$ cat src/rtl/axi_burst_master.sv
// -----------------------------------------------------------------------------
// axi_burst_master
//
// AXI4 burst master with independent write and read request ports. Each
// request is accepted with a full burst buffer. The request is checked for
// legality and then driven onto AXI4. The master reports the AXI response and
// any protocol error back to the user.
//
// Optional feature: define AXI_MASTER_TIMEOUT_EN to add a per-FSM watchdog.
// The watchdog aborts a transaction after timeout_cycles cycles without a
// handshake. When the macro is not defined, the FSMs wait indefinitely.
//
// Ports
//   clk, rst                     clock; synchronous active-high reset
//   aw* / w* / b*                AXI4 write address, data and response channels
//   ar* / r*                     AXI4 read address and data channels
//   start_wr, wr_addr, wr_len,   write request: strobe, address, beats-1,
//   wr_burst, wr_data, wr_strb   burst type, beat buffer, per-beat strobes
//   wr_busy, wr_done, wr_resp,   write status: busy, one-cycle done pulse,
//   wr_err                       BRESP, error (illegal request/bad BID/timeout)
//   start_rd, rd_addr, rd_len,   read request, same encoding as the write side
//   rd_burst
//   rd_data, rd_busy, rd_done,   registered read buffer and read status;
//   rd_resp, rd_err              rd_resp is the worst RRESP of the burst
// -----------------------------------------------------------------------------
module axi_burst_master #(
    parameter int addr_width     = 32,
    parameter int data_width     = 32,
    parameter int id_width       = 4,
    parameter int max_beats      = 16,
    parameter int wr_id          = 1,
    parameter int rd_id          = 2,
    parameter int timeout_cycles = 1024
) (
    input  logic                                  clk,
    input  logic                                  rst,
    output logic [id_width-1:0]                   awid,
    output logic [addr_width-1:0]                 awaddr,
    output logic [7:0]                            awlen,
    output logic [2:0]                            awsize,
    output logic [1:0]                            awburst,
    output logic                                  awvalid,
    input  logic                                  awready,
    output logic [data_width-1:0]                 wdata,
    output logic [data_width/8-1:0]               wstrb,
    output logic                                  wlast,
    output logic                                  wvalid,
    input  logic                                  wready,
    input  logic [id_width-1:0]                   bid,
    input  logic [1:0]                            bresp,
    input  logic                                  bvalid,
    output logic                                  bready,
    output logic [id_width-1:0]                   arid,
    output logic [addr_width-1:0]                 araddr,
    output logic [7:0]                            arlen,
    output logic [2:0]                            arsize,
    output logic [1:0]                            arburst,
    output logic                                  arvalid,
    input  logic                                  arready,
    input  logic [id_width-1:0]                   rid,
    input  logic [data_width-1:0]                 rdata,
    input  logic [1:0]                            rresp,
    input  logic                                  rlast,
    input  logic                                  rvalid,
    output logic                                  rready,
    input  logic                                  start_wr,
    input  logic [addr_width-1:0]                 wr_addr,
    input  logic [7:0]                            wr_len,
    input  logic [1:0]                            wr_burst,
    input  logic [max_beats*data_width-1:0]       wr_data,
    input  logic [max_beats*data_width/8-1:0]     wr_strb,
    output logic                                  wr_busy,
    output logic                                  wr_done,
    output logic [1:0]                            wr_resp,
    output logic                                  wr_err,
    input  logic                                  start_rd,
    input  logic [addr_width-1:0]                 rd_addr,
    input  logic [7:0]                            rd_len,
    input  logic [1:0]                            rd_burst,
    output logic [max_beats*data_width-1:0]       rd_data,
    output logic                                  rd_busy,
    output logic                                  rd_done,
    output logic [1:0]                            rd_resp,
    output logic                                  rd_err
);

    localparam int                  STRB_W  = data_width / 8;
    localparam logic [2:0]          SIZE    = 3'($clog2(STRB_W));
    localparam logic [id_width-1:0] WR_ID   = id_width'(wr_id);
    localparam logic [id_width-1:0] RD_ID   = id_width'(rd_id);
    localparam logic [1:0]          B_FIXED = 2'b00;
    localparam logic [1:0]          B_INCR  = 2'b01;
    localparam logic [1:0]          B_WRAP  = 2'b10;

    typedef enum logic [1:0] {W_IDLE, W_ISSUE, W_RESP, W_DONE} wr_state_t;
    typedef enum logic [1:0] {R_IDLE, R_ADDR, R_DATA, R_DONE} rd_state_t;

    // The length check comes first. After that, each burst type has its own rule.
    function automatic logic is_legal(input logic [11:0] addr_lo, input logic [7:0] len,
                                      input logic [1:0] burst);
        logic [31:0] bytes;
        logic [31:0] span;
        logic        ok;
        bytes = 32'(STRB_W);
        span  = 32'(addr_lo) + (32'(len) + 32'd1) * bytes;
        ok    = 1'b1;
        if (32'(len) >= 32'(max_beats)) begin
            ok = 1'b0;
        end else begin
            case (burst)
                B_FIXED: ok = (len <= 8'd15);
                B_INCR:  ok = (span <= 32'd4096);
                B_WRAP:  ok = (len == 8'd1 || len == 8'd3 || len == 8'd7 || len == 8'd15) &&
                              ((32'(addr_lo) & (bytes - 32'd1)) == 32'd0);
                default: ok = 1'b0;
            endcase
        end
        return ok;
    endfunction

    wr_state_t                         w_state, w_next;
    rd_state_t                         r_state, r_next;
    logic                              aw_sent, w_sent;
    logic [7:0]                        w_beat;
    logic [8:0]                        r_beat;
    logic [max_beats*data_width-1:0]   w_buf;
    logic [max_beats*STRB_W-1:0]       w_sbuf;
    logic                              wr_legal, rd_legal, wr_accept, rd_accept;
    logic                              aw_hs, w_hs, w_last_hs, b_hs, ar_hs, r_hs;
    logic                              w_tmo, r_tmo;

    assign wr_legal  = is_legal(wr_addr[11:0], wr_len, wr_burst);
    assign rd_legal  = is_legal(rd_addr[11:0], rd_len, rd_burst);
    assign wr_accept = (w_state == W_IDLE) && start_wr;
    assign rd_accept = (r_state == R_IDLE) && start_rd;

    // Handshakes are decoded from registered state. This keeps them free of
    // any combinational path through the FSM output logic.
    assign aw_hs     = (w_state == W_ISSUE) && !aw_sent && awready;
    assign w_hs      = (w_state == W_ISSUE) && !w_sent && wready;
    assign w_last_hs = w_hs && (w_beat == awlen);
    assign b_hs      = (w_state == W_RESP) && bvalid;
    assign ar_hs     = (r_state == R_ADDR) && arready;
    assign r_hs      = (r_state == R_DATA) && rvalid;

`ifdef AXI_MASTER_TIMEOUT_EN
    logic [31:0] w_tmo_cnt, r_tmo_cnt;

    always_ff @(posedge clk) begin
        if (rst || w_state == W_IDLE || w_state == W_DONE || aw_hs || w_hs || b_hs)
            w_tmo_cnt <= '0;
        else
            w_tmo_cnt <= w_tmo_cnt + 32'd1;
        if (rst || r_state == R_IDLE || r_state == R_DONE || ar_hs || r_hs)
            r_tmo_cnt <= '0;
        else
            r_tmo_cnt <= r_tmo_cnt + 32'd1;
    end

    // The count is 0 in the first cycle after a handshake. Firing at
    // timeout_cycles-2 puts the done pulse exactly timeout_cycles cycles
    // after that handshake.
    assign w_tmo = (w_state == W_ISSUE || w_state == W_RESP) && !(aw_hs || w_hs || b_hs) &&
                   (w_tmo_cnt == 32'(timeout_cycles - 2));
    assign r_tmo = (r_state == R_ADDR || r_state == R_DATA) && !(ar_hs || r_hs) &&
                   (r_tmo_cnt == 32'(timeout_cycles - 2));
`else
    assign w_tmo = 1'b0;
    assign r_tmo = 1'b0;
`endif

    always_ff @(posedge clk) begin
        if (rst) begin
            w_state <= W_IDLE;
            r_state <= R_IDLE;
        end else begin
            w_state <= w_next;
            r_state <= r_next;
        end
    end

    // NOTE: every output and next-state variable gets a default before the
    // case statement. Otherwise a path that leaves one unassigned infers a latch.
    always_comb begin
        w_next  = w_state;
        awvalid = 1'b0;
        wvalid  = 1'b0;
        wlast   = 1'b0;
        wdata   = '0;
        wstrb   = '0;
        bready  = 1'b0;
        wr_done = 1'b0;
        wr_busy = (w_state != W_IDLE);
        case (w_state)
            W_IDLE:  if (start_wr) w_next = wr_legal ? W_ISSUE : W_DONE;
            W_ISSUE: begin
                awvalid = !aw_sent;
                wvalid  = !w_sent;
                if (wvalid) begin
                    wdata = w_buf[int'(w_beat)*data_width +: data_width];
                    wstrb = w_sbuf[int'(w_beat)*STRB_W +: STRB_W];
                    wlast = (w_beat == awlen);
                end
                if ((aw_sent || aw_hs) && (w_sent || w_last_hs)) w_next = W_RESP;
                else if (w_tmo)                                   w_next = W_DONE;
            end
            W_RESP: begin
                bready = 1'b1;
                if (b_hs || w_tmo) w_next = W_DONE;
            end
            W_DONE: begin
                wr_done = 1'b1;
                w_next  = W_IDLE;
            end
            default: w_next = W_IDLE;
        endcase
    end

    always_comb begin
        r_next  = r_state;
        arvalid = 1'b0;
        rready  = 1'b0;
        rd_done = 1'b0;
        rd_busy = (r_state != R_IDLE);
        case (r_state)
            R_IDLE: if (start_rd) r_next = rd_legal ? R_ADDR : R_DONE;
            R_ADDR: begin
                arvalid = 1'b1;
                if (ar_hs)      r_next = R_DATA;
                else if (r_tmo) r_next = R_DONE;
            end
            R_DATA: begin
                rready = 1'b1;
                if ((r_hs && rlast) || r_tmo) r_next = R_DONE;
            end
            R_DONE: begin
                rd_done = 1'b1;
                r_next  = R_IDLE;
            end
            default: r_next = R_IDLE;
        endcase
    end

    // NOTE: the write beat buffer is not reset. It is always loaded on
    // acceptance before it is read, and wdata is gated to 0 outside valid.
    // rd_data is a visible output with a defined reset value, so it is reset.
    always_ff @(posedge clk) begin
        if (wr_accept) begin
            w_buf  <= wr_data;
            w_sbuf <= wr_strb;
        end
    end

    // NOTE: sequential state uses non-blocking assignments only. Every register
    // then samples the pre-edge values, whatever the statement order.
    always_ff @(posedge clk) begin
        if (rst) begin
            {awid, awaddr, awlen, awsize, awburst} <= '0;
            {aw_sent, w_sent, w_beat}              <= '0;
            {wr_resp, wr_err}                      <= '0;
        end else begin
            if (wr_accept) begin
                awid    <= WR_ID;
                awaddr  <= wr_addr;
                awlen   <= wr_len;
                awsize  <= SIZE;
                awburst <= wr_burst;
                aw_sent <= 1'b0;
                w_sent  <= 1'b0;
                w_beat  <= '0;
                wr_resp <= 2'b00;
                wr_err  <= !wr_legal;
            end
            if (aw_hs) aw_sent <= 1'b1;
            if (w_last_hs)  w_sent <= 1'b1;
            else if (w_hs)  w_beat <= w_beat + 8'd1;
            if (b_hs) begin
                wr_resp <= bresp;
                if (bid != WR_ID) wr_err <= 1'b1;
            end
            if (w_tmo) wr_err <= 1'b1;
        end
    end

    always_ff @(posedge clk) begin
        if (rst) begin
            {arid, araddr, arlen, arsize, arburst} <= '0;
            r_beat                                 <= '0;
            {rd_resp, rd_err}                      <= '0;
            rd_data                                <= '0;
        end else begin
            if (rd_accept) begin
                arid    <= RD_ID;
                araddr  <= rd_addr;
                arlen   <= rd_len;
                arsize  <= SIZE;
                arburst <= rd_burst;
                r_beat  <= '0;
                rd_resp <= 2'b00;
                rd_err  <= !rd_legal;
                if (rd_legal) rd_data <= '0;
            end
            if (r_hs) begin
                // Beats past the buffer depth are consumed and dropped. The
                // counter saturates so that a runaway slave cannot wrap it.
                if (r_beat < 9'(max_beats))
                    rd_data[int'(r_beat)*data_width +: data_width] <= rdata;
                if (r_beat != 9'h1FF) r_beat <= r_beat + 9'd1;
                if (rresp > rd_resp) rd_resp <= rresp;
                if (rid != RD_ID) rd_err <= 1'b1;
                if (rlast != (r_beat == {1'b0, arlen})) rd_err <= 1'b1;
            end
            if (r_tmo) rd_err <= 1'b1;
        end
    end

endmodule

$ cat config.mk
export PLATFORM = sky130hd
export DESIGN_NAME = axi_burst_master
export DESIGN_NICKNAME = d
export VERILOG_FILES = /design/src/rtl/axi_burst_master.sv
export SDC_FILE = /design/constraint.sdc
export NUM_CORES = 2
export LEC_CHECK = 0
export CAP_MARGIN = 10
export CORE_AREA = 2 2 543 545
export DETAILED_ROUTE_END_ITERATION = 6
export DIE_AREA = 0 0 545 547
export GPL_TIMING_DRIVEN = 0
export RECOVER_POWER = 50
export SLEW_MARGIN = 20
export SYNTH_ARGS = -nofsm -noshare
export SYNTH_HDL_FRONTEND = slang
export SYNTH_SLANG_ARGS = --single-unit
$ cat constraint.sdc
create_clock -name clk -period 54.2 [get_ports clk]
set_input_delay 13.55 -clock clk [delete_from_list [all_inputs] [get_ports clk]]
set_output_delay 13.55 -clock clk [all_outputs]
set_load 0.03 [all_outputs]
# Word level (Yosys, flattened, before mapping)
# Cells that the tools add are included.
# classes
n_addsub,7
mul,0
n_div,0
magnitude_cmp,8
eq_ne,30
n_shift,4
n_mux,54
bitwise_logic,0
reduce_logical,39
# ops
op,count
$mux 512,5
$bwmux 512,1
$shift 32x33->512 const A,1
$shiftx 32x33->512,1
$shiftx 512x14->32,1
$logic_not 32->1,2
$mux 32,2
$shiftx 64x11->4,1
$neg 14->33,1
$mux 9,3
$add 12x11->13,2
$le 13x13->1 const B,2
$mux 2,13
$mux 8,3
$mux 1,21
$add 8x1->9 const B,2
$eq 8x1->1 const B,2
$eq 8x2->1 const B,2
$eq 8x3->1 const B,2
$eq 8x4->1 const B,2
$ge 8x5->1 const B,2
$le 8x4->1 const B,2
$pmux 2 s4,2
$logic_and 1x1->1,14
other kinds (21),53
# word_totals
reg_bits,1203
latch_bits,0
ram_bits,0
romBits,0
input_bits,714
output_inout_bits,662
mem_count,0

# Depth between registers and ports, before layout
# logic_depth
ltp_word,13
depth_mapped,15
mapped_depth_nobuf,12

# Worst setup path after synthesis
# Ideal clock, no wire load.
# synth_path
path_type,input to register
startpoint,in start_wr
endpoint,"reg w_buf[0], enable pin"
arrival_ps,29393
required_ps,53035
path_slack_ps,23642
cell_stages,3
path_buffers,1
path_cell_list,nand2_1 -> inv_2 -> buf_1
# synth_via
elab_chain_len,1
# synth_lines
item,line_no,text
"start, declared",66,"input logic start_wr,"
$logic_and 1x1->1,134,assign wr_accept = (w_state == W_IDLE) && start_wr;
named net wr_accept,128,"logic wr_legal, rd_legal, wr_accept, rd_accept;"
"end signal, assigned",249,w_buf <= wr_data;
"end, declared",126,logic [max_beats*data_width-1:0] w_buf;
# The timed path passes the listed nets, and every way through them passes these cells.
# A chain may end at the register's enable or synchronous reset.

# Worst setup path after layout
# layout_path
startpoint,in start_wr
endpoint,"reg w_buf[386], enable pin"
# Same word-level chain as after synthesis.

==> summary.json <==
{
  "synth": {
    "yosys.cell_count.top_type": "sky130_fd_sc_hd__dfxtp_1",
    "synth.yosys.warnings": 0,
    "synthDistinctLibCells": 70,
    "synth-async-reset-ratio_pct": 0,
    "synth.cells.most_frequent": "sky130_fd_sc_hd__dfxtp_1, sky130_fd_sc_hd__edfxtp_1, sky130_fd_sc_hd__nand2_1, sky130_fd_sc_hd__o22ai_1, sky130_fd_sc_hd__mux4_2",
    "synth.ff_latch_count": 1203,
    "synth_area_leader_cell": "sky130_fd_sc_hd__edfxtp_1",
    "synthCells": 3191,
    "synth_seq_area_share_pct": 67.0,
    "synth_top_area_share_pct": 38.8,
    "post_synth.cell_area_avg_um2": 14.0,
    "ys.flop_type": "sky130_fd_sc_hd__dfxtp_1",
    "synth_top_cells_by_area": "sky130_fd_sc_hd__edfxtp_1, sky130_fd_sc_hd__dfxtp_1, sky130_fd_sc_hd__mux4_2, sky130_fd_sc_hd__nand2_1, sky130_fd_sc_hd__a22o_1",
    "syn_area_um2": 44600,
    "count_of_flip_flops_with_a_built_in_enable_after_synthesis": 576
  },
  "timing": {
    "crit_share_post_route_pct": 38.1,
    "final.setup_skew_ns": 0.0918,
    "report.final.hold_viol_count": 0,
    "rsz0062_at_grt": "false",
    "layout_min_cycle_time_ns": 20.64,
    "timing.setup.tns_ns": 0,
    "max_freq_mhz": 48.5,
    "worst_slew_margin_rel_pct": -29.4,
    "setup_viol_count_final": 0,
    "final-max-slew-violation-count": 292,
    "worst-slew-pin-transition_ns": 1.94
  },
  "global_route": {
    "overflow": 0,
    "grt_start_max_net_pins": 38,
    "grtUsageTotal_pct": 15.5,
    "number_of_global_route_vias_before_repair": 35200,
    "number_of_antenna_violations_at_the_first_check_in_global_routing": 153,
    "grt_first_pass_wirelength_um": 312000
  },
  "die": {
    "io-pin-count": 1376,
    "core.rowCount": 199,
    "fp.coreArea_um2": 293000,
    "floorplan.die_area_um2": 298000,
    "die-height_um": 547,
    "die_width_um": 545,
    "initial_cell_density_of_the_core_pct": 15.2
  },
  "finish": {
    "finish.instance_area_um2": 68700,
    "layout-drive-gt1-share_pct": 11.7,
    "areaGrowthSynthToFinish_pct": 54.0,
    "final_net_count": 5480,
    "utilization_pct": 23.5
  },
  "power_and_ir_drop": {
    "power-per-cell-area_nw_per_um2": 37.9,
    "total_power_uw": 2600,
    "power_leakage_uw": 0.0236,
    "irDropWorstVdd_v": 0.0000317
  },
  "clock_tree": {
    "post-cts-setup-buffer-count": 0,
    "postCtsResizedCells": 0,
    "clkSinkCount": 1203,
    "hold_buffers": 0,
    "clk_latency_ns": 0.82,
    "cts.clk_slew.worst_paths_ns": 0.06,
    "clock_path_buffers": 4,
    "number_of_h_tree_levels": 4,
    "cts_tree": "done",
    "cts-root-buf": "sky130_fd_sc_hd__clkbuf_16",
    "numCtsBuffers": 141
  },
  "setup_path": {
    "path_class": "input pin to flip-flop",
    "critical_path.max_stage_delay_ns": 1.37,
    "timing.critical_path.mode_cell": "sky130_fd_sc_hd__buf_12",
    "cp.buffers_inverters": 11,
    "critical_path.endpoint_type": "flip-flop",
    "timing.critical_path.from_type": "input pin",
    "cp_cell_instances": "dlygate4sd3_1, nand2_1, inv_1, clkbuf_1, clkbuf_1, clkbuf_1, clkbuf_1, buf_12, buf_12, buf_12, buf_12, buf_12",
    "slowest_stage": "sky130_fd_sc_hd__clkbuf_1",
    "timing.critical_path.required_ns": 54.68,
    "arrival_ns": 21.12,
    "timing.critical_path.fanout_max": 36,
    "critPathTopFamily": "buffers and inverters"
  },
  "placed_design": {
    "gp_congestion": 0.915,
    "io_buffer_count": 1333,
    "place_hpwl_um": 202000,
    "post_dp_cell_area_um2": 63900
  },
  "detailed_routing": {
    "drt_drc_violations_left": 0,
    "drt_iter0_markers": 3299,
    "antenna_violating_nets_post_route": 0,
    "first_pass_iters": 6,
    "wl_per_cell_um": 27.4,
    "routed_vias": 36100,
    "vias_per_cell": 4.09,
    "detail_route.wirelength_um": 242000
  },
  "status": {
    "violations": "max-capacitance violations, max-slew violations",
    "outcome": "finished, violations left"
  },
  "job": {
    "max_cap_violations": 9
  },
  "worst_hold_path": {
    "hold_class": "flip-flop to flip-flop"
  }
}
==> cell type report <==
type                            instances  area [um2]
Tap cell                             3919        4900
Fill cell                           30500      224000
Buffer                                272        1320
Clock buffer                          183        3880
Clock inverter                         67         782
Antenna cell                           79         198
Multi-Input combinational cell       1695       13500
Sequential cell                      1203       29800
Inverter                               30         113
Timing Repair Buffer                 1380       14100
==> cells in the final DEF (no fill, tap or decap), drive strengths merged, types with 5 or more instances in the layout <==
master,n
dlygate4sd3,938
dfxtp,627
edfxtp,576
nand2,452
clkdlybuf4s50,395
clkbuf,354
o22ai,195
mux4,180
a22o,160
buf,148
nor2,121
a21oi,112
diode,79
a31o,64
a32o,64
nor2b,43
ha,41
clkinv,40
inv,39
xnor2,36
o2bb2ai,32
nand3,22
xor2,14
nand4,14
nor3,14
bufinv,13
a211oi,13
o21ai,12
conb,10
or3,9
o211ai,9
and3,7
or2,7
or4,6
nor4,6
mux2i,5
clkinvlp,5
==> path summary, 6_finish.rpt <==
kind / cells after the start / end / start / slack, ns
worst max register to register: 13 / w_buf[386] / w_state[0] / 46.33
worst min-delay path: 2 / awaddr[15] / awaddr[15] / 0.45
worst max-delay path: 12 / w_buf[386] / start_wr / 33.56
worst min register to register: 2 / awaddr[15] / awaddr[15] / 0.45
==> registers in the layout (all words and copies together), names as in the netlist, 2 cells and up <==
| signal | count |
|---|---|
| arburst | 2 |
| w_beat | 8 |
| rd_resp | 2 |
| awlen | 8 |
| w_state | 2 |
| wr_resp | 2 |
| r_beat | 9 |
| awburst | 2 |
| awaddr | 32 |
| arlen | 8 |
| w_buf | 512 |
| w_sbuf | 64 |
| r_state | 2 |
| araddr | 32 |
| rd_data | 512 |
==> per-layer routing <==
| layer | track usage (%) | part of all wire, % | wire length, um |
|---|---|---|---|
| met5 | 0 | 0.17 | 409 |
| met1 | 16.3 | 35 | 84000 |
| met3 | 4.61 | 9.0 | 21800 |
| met4 | 7.34 | 5.3 | 12900 |
| met2 | 27.9 | 51 | 123000 |
==> report_power, final <==
part	switching [uW]	total, uW	internal (uW)
logic	301	480	179
clock network	401	972	571
registers	58.0	1150	1090
total	760	2600	1840
==> worst min-delay path, stage by stage (launching register included) <==
cell                      delay (ns)
sky130_fd_sc_hd__dfxtp_1        0.30
sky130_fd_sc_hd__nand2_1        0.05
sky130_fd_sc_hd__a21oi_1        0.05
==> per-stage QoR <==
step           setup WS (ns)  hold slack [ns]  std cells
3_5_place_dp           34.42            0.447       8499
3_3_place_gp           11.95            0.447       8452
6_report               33.56            0.452       8828
5_1_grt                33.03            0.470       8797
2_1_floorplan          23.64            0.454       3200
4_1_cts                35.25            0.455       8749
==> cell families (layout without fill, tap and decap cells) <==
kind of cell,after synthesis,after routing,synth area share (%)
compound gates,692,692,11.6
mux,185,185,9.21
other cells,1,89,0.00841
buf+inv,302,1932,3.11
simple gates,715,715,6.89
fa+ha+maj,43,43,1.24
xor+xnor,50,50,0.982
flops,1203,1203,67.0
No activity file was read; power rests on OpenSTA's default activity.
